==> config.mk <==
export PLATFORM = sky130hd
export DESIGN_NAME = lcd_msg_sequencer_flat
export DESIGN_NICKNAME = d
export VERILOG_FILES = /design/src/rtl/lcd_msg_sequencer_if.sv /design/src/rtl/lcd_msg_sequencer.sv /design/src/flat_wrapper.sv
export SDC_FILE = /design/constraint.sdc
export NUM_CORES = 1
export LEC_CHECK = 0
export ABC_CLOCK_PERIOD_IN_PS = 18220
export CAP_MARGIN = 10
export CORE_AREA = 2 2 193 195
export DETAILED_ROUTE_END_ITERATION = 8
export DIE_AREA = 0 0 195 197
export GPL_TIMING_DRIVEN = 0
export PLACE_DENSITY = 0.68
export SLEW_MARGIN = 20
export SYNTH_ARGS = -nofsm -noshare
export SYNTH_HDL_FRONTEND = slang
export SYNTH_SLANG_ARGS = --single-unit
==> constraint.sdc <==
create_clock -name i_clk -period 18.22 [get_ports i_clk]
set_clock_uncertainty 0.15 [all_clocks]
set_input_delay 3.644 -clock i_clk [delete_from_list [all_inputs] [get_ports i_clk]]
set_output_delay 3.644 -clock i_clk [all_outputs]
set_load 0.01 [all_outputs]
==> src/rtl/lcd_msg_sequencer_if.sv <==
// Handshake and data bundle between the SIM-reader control logic,
// the message sequencer and the LCD writer stage.
// Names carry the sequencer's point of view: i_ = into the sequencer, o_ = out of it.
interface lcd_msg_sequencer_if;
    logic         i_start;
    logic [159:0] i_linea1;
    logic [159:0] i_linea2;
    logic         i_done;
    logic         o_limpiar;
    logic         o_escribir;
    logic         o_cambioFila;
    logic [159:0] o_datoLcd;
    logic         o_busy;
    logic         o_fin;
    logic         o_error;

    // Side that supplies Start, the two text rows and the writer's Done.
    modport master (
        output i_start, i_linea1, i_linea2, i_done,
        input  o_limpiar, o_escribir, o_cambioFila, o_datoLcd, o_busy, o_fin, o_error
    );

    // The sequencer itself.
    modport slave (
        input  i_start, i_linea1, i_linea2, i_done,
        output o_limpiar, o_escribir, o_cambioFila, o_datoLcd, o_busy, o_fin, o_error
    );
endinterface

==> src/rtl/lcd_msg_sequencer.sv <==
// LCD message sequencer: on one Start pulse it clears the panel, writes row 1,
// moves to row 2 and writes row 2, each step handshaken against the writer's Done.
// Every wait is bounded; an expired wait sets a sticky Error and returns to IDLE.
module lcd_msg_sequencer #(
    parameter int CLR_HOLD = 4,
    parameter int TIMEOUT  = 1000000,
    parameter bit CLEAR_EN = 1'b1
) (
    input logic               i_clk,
    input logic               i_rst,
    lcd_msg_sequencer_if.slave bus
);

    localparam int CNT_W = 20;
    localparam logic [CNT_W-1:0] HOLD_LAST = CNT_W'(CLR_HOLD - 1);
    localparam logic [CNT_W-1:0] TMO_LAST  = CNT_W'(TIMEOUT - 1);

    typedef enum logic [3:0] {
        S_IDLE,
        S_CLR,
        S_CLR_WAIT,
        S_W1_REQ,
        S_W1_WAIT,
        S_ROW_REQ,
        S_ROW_WAIT,
        S_W2_REQ,
        S_W2_WAIT,
        S_FIN
    } state_t;

    state_t           r_state;
    state_t           w_next;
    logic [CNT_W-1:0] r_cnt;
    logic [159:0]     r_l2;
    logic [159:0]     r_dato;
    logic             r_error;
    logic             w_accept;
    logic             w_expired;
    logic             w_timeout;

    // Start is only honoured from IDLE and only when the writer reports ready.
    assign w_accept  = (r_state == S_IDLE) && bus.i_start && bus.i_done;
    assign w_expired = (r_cnt == TMO_LAST);

    // Next-state logic; a handshake condition seen in the last allowed cycle wins over the timeout.
    always_comb begin
        w_next    = r_state;
        w_timeout = 1'b0;
        case (r_state)
            S_IDLE: begin
                if (w_accept) begin
                    w_next = CLEAR_EN ? S_CLR : S_W1_REQ;
                end
            end
            S_CLR: begin
                if (r_cnt == HOLD_LAST) begin
                    w_next = S_CLR_WAIT;
                end
            end
            S_CLR_WAIT: begin
                if (bus.i_done) w_next = S_W1_REQ;
                else if (w_expired) w_timeout = 1'b1;
            end
            S_W1_REQ: begin
                if (!bus.i_done) w_next = S_W1_WAIT;
                else if (w_expired) w_timeout = 1'b1;
            end
            S_W1_WAIT: begin
                if (bus.i_done) w_next = S_ROW_REQ;
                else if (w_expired) w_timeout = 1'b1;
            end
            S_ROW_REQ: begin
                if (!bus.i_done) w_next = S_ROW_WAIT;
                else if (w_expired) w_timeout = 1'b1;
            end
            S_ROW_WAIT: begin
                if (bus.i_done) w_next = S_W2_REQ;
                else if (w_expired) w_timeout = 1'b1;
            end
            S_W2_REQ: begin
                if (!bus.i_done) w_next = S_W2_WAIT;
                else if (w_expired) w_timeout = 1'b1;
            end
            S_W2_WAIT: begin
                if (bus.i_done) w_next = S_FIN;
                else if (w_expired) w_timeout = 1'b1;
            end
            S_FIN: begin
                w_next = S_IDLE;
            end
            default: begin
                w_next = S_IDLE;
            end
        endcase
        if (w_timeout) begin
            w_next = S_IDLE;
        end
    end

    // State register.
    always_ff @(posedge i_clk or posedge i_rst) begin
        if (i_rst) r_state <= S_IDLE;
        else       r_state <= w_next;
    end

    // Shared cycle counter: restarts on every state change, serves both the clear hold and the wait bound.
    always_ff @(posedge i_clk or posedge i_rst) begin
        if (i_rst) begin
            r_cnt <= '0;
        end else if ((w_next != r_state) || (r_state == S_IDLE)) begin
            r_cnt <= '0;
        end else begin
            r_cnt <= r_cnt + CNT_W'(1);
        end
    end

    // Row 2 is captured at Start so later changes on the input lines cannot leak into the sequence.
    always_ff @(posedge i_clk or posedge i_rst) begin
        if (i_rst)         r_l2 <= '0;
        else if (w_accept) r_l2 <= bus.i_linea2;
    end

    // Data toward the writer: row 1 from Start onward, row 2 from the second write, held afterwards.
    always_ff @(posedge i_clk or posedge i_rst) begin
        if (i_rst) begin
            r_dato <= '0;
        end else if (w_accept) begin
            r_dato <= bus.i_linea1;
        end else if ((r_state == S_ROW_WAIT) && (w_next == S_W2_REQ)) begin
            r_dato <= r_l2;
        end
    end

    // Sticky timeout flag, cleared only by the next accepted Start.
    always_ff @(posedge i_clk or posedge i_rst) begin
        if (i_rst)          r_error <= 1'b0;
        else if (w_accept)  r_error <= 1'b0;
        else if (w_timeout) r_error <= 1'b1;
    end

    assign bus.o_limpiar    = (r_state == S_CLR);
    assign bus.o_escribir   = (r_state == S_W1_REQ) || (r_state == S_W2_REQ);
    assign bus.o_cambioFila = (r_state == S_ROW_REQ);
    assign bus.o_datoLcd    = r_dato;
    assign bus.o_busy       = (r_state != S_IDLE);
    assign bus.o_fin        = (r_state == S_FIN);
    assign bus.o_error      = r_error;

endmodule

==> src/flat_wrapper.sv <==
// flat-port wrapper written by rule: the top's interface ports become plain ports
module lcd_msg_sequencer_flat 
#(
    parameter int CLR_HOLD = 4,
    parameter int TIMEOUT  = 1000000,
    parameter bit CLEAR_EN = 1'b1
)
  (i_clk, i_rst, bus_i_start, bus_i_linea1, bus_i_linea2, bus_i_done, bus_o_limpiar, bus_o_escribir, bus_o_cambioFila, bus_o_datoLcd, bus_o_busy, bus_o_fin, bus_o_error);
  lcd_msg_sequencer_if bus_i ();
  input logic i_clk;
  input logic i_rst;
  input wire logic [$bits(bus_i.i_start)-1:0] bus_i_start;
  input wire logic [$bits(bus_i.i_linea1)-1:0] bus_i_linea1;
  input wire logic [$bits(bus_i.i_linea2)-1:0] bus_i_linea2;
  input wire logic [$bits(bus_i.i_done)-1:0] bus_i_done;
  output wire logic [$bits(bus_i.o_limpiar)-1:0] bus_o_limpiar;
  output wire logic [$bits(bus_i.o_escribir)-1:0] bus_o_escribir;
  output wire logic [$bits(bus_i.o_cambioFila)-1:0] bus_o_cambioFila;
  output wire logic [$bits(bus_i.o_datoLcd)-1:0] bus_o_datoLcd;
  output wire logic [$bits(bus_i.o_busy)-1:0] bus_o_busy;
  output wire logic [$bits(bus_i.o_fin)-1:0] bus_o_fin;
  output wire logic [$bits(bus_i.o_error)-1:0] bus_o_error;
  assign bus_i.i_start = bus_i_start;
  assign bus_i.i_linea1 = bus_i_linea1;
  assign bus_i.i_linea2 = bus_i_linea2;
  assign bus_i.i_done = bus_i_done;
  assign bus_o_limpiar = bus_i.o_limpiar;
  assign bus_o_escribir = bus_i.o_escribir;
  assign bus_o_cambioFila = bus_i.o_cambioFila;
  assign bus_o_datoLcd = bus_i.o_datoLcd;
  assign bus_o_busy = bus_i.o_busy;
  assign bus_o_fin = bus_i.o_fin;
  assign bus_o_error = bus_i.o_error;
  lcd_msg_sequencer #(.CLR_HOLD(CLR_HOLD), .TIMEOUT(TIMEOUT), .CLEAR_EN(CLEAR_EN)) u_core (.i_clk(i_clk), .i_rst(i_rst), .bus(bus_i));
endmodule
==> run summary <==
The run finished with clean final reports. The worst register-to-register path has a depth of 7. Of the available clock period, the critical path in the final layout requires 0.353.

The number of H-tree levels came out at 2. TritonCTS built the clock tree. In this run the worst path has a maximum fanout of 10. STA classifies the critical path startpoint as an input pin. The number of antenna violations at the first check in global routing was 2. The routed wire length came out at between 40,000 and 50,000 um.

The detailed-route via count is between 10k and 15k. The most common cell type on the critical path is o41ai_2. The final-report setup violation count is 0. The slew at the pin with the worst max-slew slack came out at 1050 ps.

The multi-input combinational cells in the finished layout cover a total of 4790 um^2. Of the cells placed in the final design, the portion with a size suffix greater than 1 is 0.0536. The die is 197 um tall. Internal power comes to 0.00218 W.

For this run the aggregate overflow at the end of global routing stands at 0. The endpoint identified for the worst register-to-register timing path is u_core.bus.o_datoLcd[54]. The data arrival time of the critical path is between 6000 and 7000 ps.

The power per unit of standard cell area came out at approximately 160 nW/um^2. The number of buffers added for setup after CTS came out at 0. The maximum cell stage delay along the critical path came out at 850 ps. The clock tree buffer depth is 3. The number of synthesized register bits came out at about 350.

The overall power consumption is 0.00333 W. After clock tree synthesis, the flow added hold-fix buffers numbering 0. The worst setup path is of the in -> reg kind.

The number of detailed-route iterations in the first pass is 7. The count of input and output buffers is approximately 490. The endpoint required time on the critical path came out at ~18,000 ps. Along the worst hold path, the cell count comes to 2. The largest voltage drop on the vdd net is a little over 0.00008 V. The number of distinct library cells after synthesis came out at 38. Among all stages on the critical path, the largest delay is contributed by clkbuf_1. In the final layout, flip-flops and latches occupy 8630 um^2. The final sum of negative setup slack came out at 0 ps. The effective utilization at floorplan is 0.382.

After floorplanning, the core was divided into 70 placement rows. The clock period minus final worst setup slack came out at about 6400 ps. Relative to the synthesized area, the layout overhead comes to 49.2%. The count of buffering cells on the critical path with inverters included came out at 3. The die covers slightly below 40,000 um^2. Setup repair after global routing left no endpoint under its margin.

The post-cts sizing count is 0. The root buffer cell is clkbuf_16. The leakage power is between 9 and 10 nW. The worst pin sits at a relative slew slack of 0.298. The path category of the worst min-delay check is reg -> reg. For this run, design rule violations remaining after detail routing come to 0.

After clock tree synthesis, the clock-pin slew on the worst setup and hold paths is around 60 ps. The netlist area before placement is between 10,000 and 15,000 um^2. Counting every sink on the clock net gives between 300 and 400. The number of global-route vias before repair came out at about 13k. The global-route wire length before repair came out at between 70,000 and 80,000 um. In this run the register-to-register setup slack is between 10,000 and 15,000 ps. The critical path goes through clkdlybuf4s50_1, nor2_1, o41ai_2, nand2_1, o41ai_2, clkbuf_1, buf_2, a31oi_1. The power share of the combinational group is 0.386. The cell count after synthesis is 1,530. The layout filler cell count came out at between 3k and 4k. Dividing the detail-routed via count by the number of cells gives around 5.0. The worst setup path is captured at a flip-flop. The gate family responsible for the most delay along the worst path is buffers and inverters.

Max-cap violations in this run came to 0. The share of power burned in the clock network is 0.230. The placeable core region came out at approximately 36,000 um^2. The remaining number of nets flagged by the antenna check after routing came out at 0. The net switching component of the power came out at between 0.001 and 0.0015 W. Counting the buffers created by CTS gives 38. The last weighted congestion value of the routability-driven placer is ~0.86.

The count of nets after finishing came out at around 2.4k. In this run the most critical hold path is launched from u_core.r_l2[26]. The switching portion of total power is 0.344. The die boundary width is just under 200 um. During synthesis, Yosys emitted a total of 0 warnings.

A synthesized cell averages roughly 9 um^2. The HPWL after detailed placement came out at approximately 35,000 um. The sequential element share of the synthesized area is 0.623. When the netlist entered floorplanning its net count stood at approximately 1.9k.

The number of failing hold endpoints at the final stage came out at 0. The worst hold path endpoint is u_core.r_l2[26]. The count of routing violations after the opening detailed-route iteration is ~700.

In this run the critical register-to-register path is launched from u_core.r_state[3]. Static timing analysis puts the maximum clock frequency at around 0.16 GHz. In the global route stage, overall resource usage came out at 0.244. The top-level port count came out at 490. The wire length per cell after detailed routing came out at roughly 19 um.

The number of pins with negative max-slew slack in the final report came out at 0. The later pin in the worst-skew pair is clocked with a latency of ~520 ps. The part of the total power dissipated in sequential elements came out at 0.384. The pin count of the biggest net entering global routing came out at between 100 and 150.
==> per-layer routing <==
layer | vias to the layer above | share of wire | GRT usage
met5 | - | 0 | 0
met1 | 6135 | 0.40 | 0.296
met4 | 0 | 0.038 | 0.0950
li1 | 6082 | - | -
met3 | 99 | 0.079 | 0.0674
met2 | 465 | 0.49 | 0.415
==> Yosys cell counts (all sizes together) <==
cell type / n / share of area
a21boi: 1 / 0.00054
o21bai: 1 / 0.00054
dfrtp: 345 / 0.62
nor4bb: 1 / 0.00072
o32a: 1 / 0.00072
xor2: 12 / 0.0076
xnor2: 8 / 0.0051
nor4b: 4 / 0.0030
nand4: 2 / 0.00090
buf: 46 / 0.016
nand3: 18 / 0.0065
o41ai: 2 / 0.0023
o21ai: 2 / 0.00072
inv: 6 / 0.0016
nor2b: 1 / 0.00045
and4: 1 / 0.00063
nor3: 25 / 0.0098
o31ai: 1 / 0.00054
o31a: 1 / 0.00063
ha: 1 / 0.00090
a221oi: 1 / 0.00063
a21oi: 1 / 0.00036
o22a: 1 / 0.00063
nor4: 5 / 0.0023
or3: 2 / 0.00090
and2: 2 / 0.00090
a31oi: 161 / 0.073
clkbuf: 51 / 0.014
and3: 5 / 0.0023
nand2b: 2 / 0.00090
a2bb2oi: 1 / 0.00063
nand2: 647 / 0.18
nor2: 172 / 0.047
==> stage by stage <==
step | cell area (um^2) | utilization | hold WS [ps] | instances | setup WS, ps
final | 20700 | 0.570 | 310 | 2562 | 11780
after CTS | 20700 | 0.570 | 315 | 2559 | 11820
after detailed placement | 19400 | 0.536 | 301 | 2489 | 11280
after global routing | 20700 | 0.570 | 332 | 2561 | 11670
after floorplan | 13900 | - | 282 | 1530 | 4860
after global placement | 19300 | 0.533 | 294 | 2486 | 700
==> worst min-delay path: stages, from the launching register on <==
cell	delay [ps]
dfrtp_1	320
nand2_1	60
nand2_1	50
==> cell families (layout without fill, tap and decap cells) <==
group | count (synthesis) | count (layout) | share of synthesized area
AO/OA/AOI/OAI | 174 | 174 | 0.0809
buffers and inverters | 103 | 664 | 0.0318
XOR/XNOR | 20 | 20 | 0.0126
other | 0 | 3 | 0
AND/OR/NAND/NOR | 887 | 887 | 0.251
flip-flops | 345 | 345 | 0.623
adder cells (fa/ha/maj) | 1 | 1 | 0.000902
==> layout make-up <==
class                      count  share of cell area
antenna                        3            0.000363
buffer                        97              0.0202
clock buffer                  58              0.0561
clock inverter                12             0.00448
inverter                       6             0.00145
multi-input combinational   1082               0.232
sequential                   345               0.417
tap                          468              0.0283
timing repair buffer         491               0.240
==> placed cells by master, fill, tap and decap left out, drive strengths merged <==
cell	count
a21boi	1
a21oi	1
a221oi	1
a2bb2oi	1
a31oi	161
and2	2
and3	5
and4	1
buf	49
bufinv	1
clkbuf	109
clkdlybuf4s50	488
clkinv	11
dfrtp	345
diode	3
ha	1
inv	6
nand2	647
nand2b	2
nand3	18
nand4	2
nor2	172
nor2b	1
nor3	25
nor4	5
nor4b	4
nor4bb	1
o21ai	2
o21bai	1
o22a	1
o31a	1
o31ai	1
o32a	1
o41ai	2
or3	2
xnor2	8
xor2	12
==> flip-flops by register name, indices dropped and copies added, names as in the netlist <==
signal,cells
u_core.bus.o_datoLcd,160
u_core.bus.o_error,1
u_core.r_cnt,20
u_core.r_l2,160
u_core.r_state,4
==> power by group through the flow <==
stage	clock network, W	registers (W)	logic [W]
6_report	0.000767	0.00128	0.00129
2_1_floorplan	0	0.00135	0.000545
5_1_grt	0.000811	0.00132	0.00142
3_3_place_gp	0	0.00128	0.00126
3_5_place_dp	0	0.00129	0.00130
4_1_cts	0.000780	0.00128	0.00130
==> worst max-delay path by stage <==
stage,to,cells past startpoint,start,slack (ps)
final,u_core.bus.o_datoLcd[54],8,bus_i_start,11780
after CTS,u_core.bus.o_datoLcd[87],8,bus_i_start,11820
after global placement,u_core.bus.o_datoLcd[133],2,i_rst,700
after floorplan,u_core.bus.o_datoLcd[0],1,i_rst,4860
after global routing,u_core.bus.o_datoLcd[71],8,bus_i_start,11670
after detailed placement,u_core.bus.o_datoLcd[87],8,bus_i_start,11280
(Power assumes the default switching activity.)
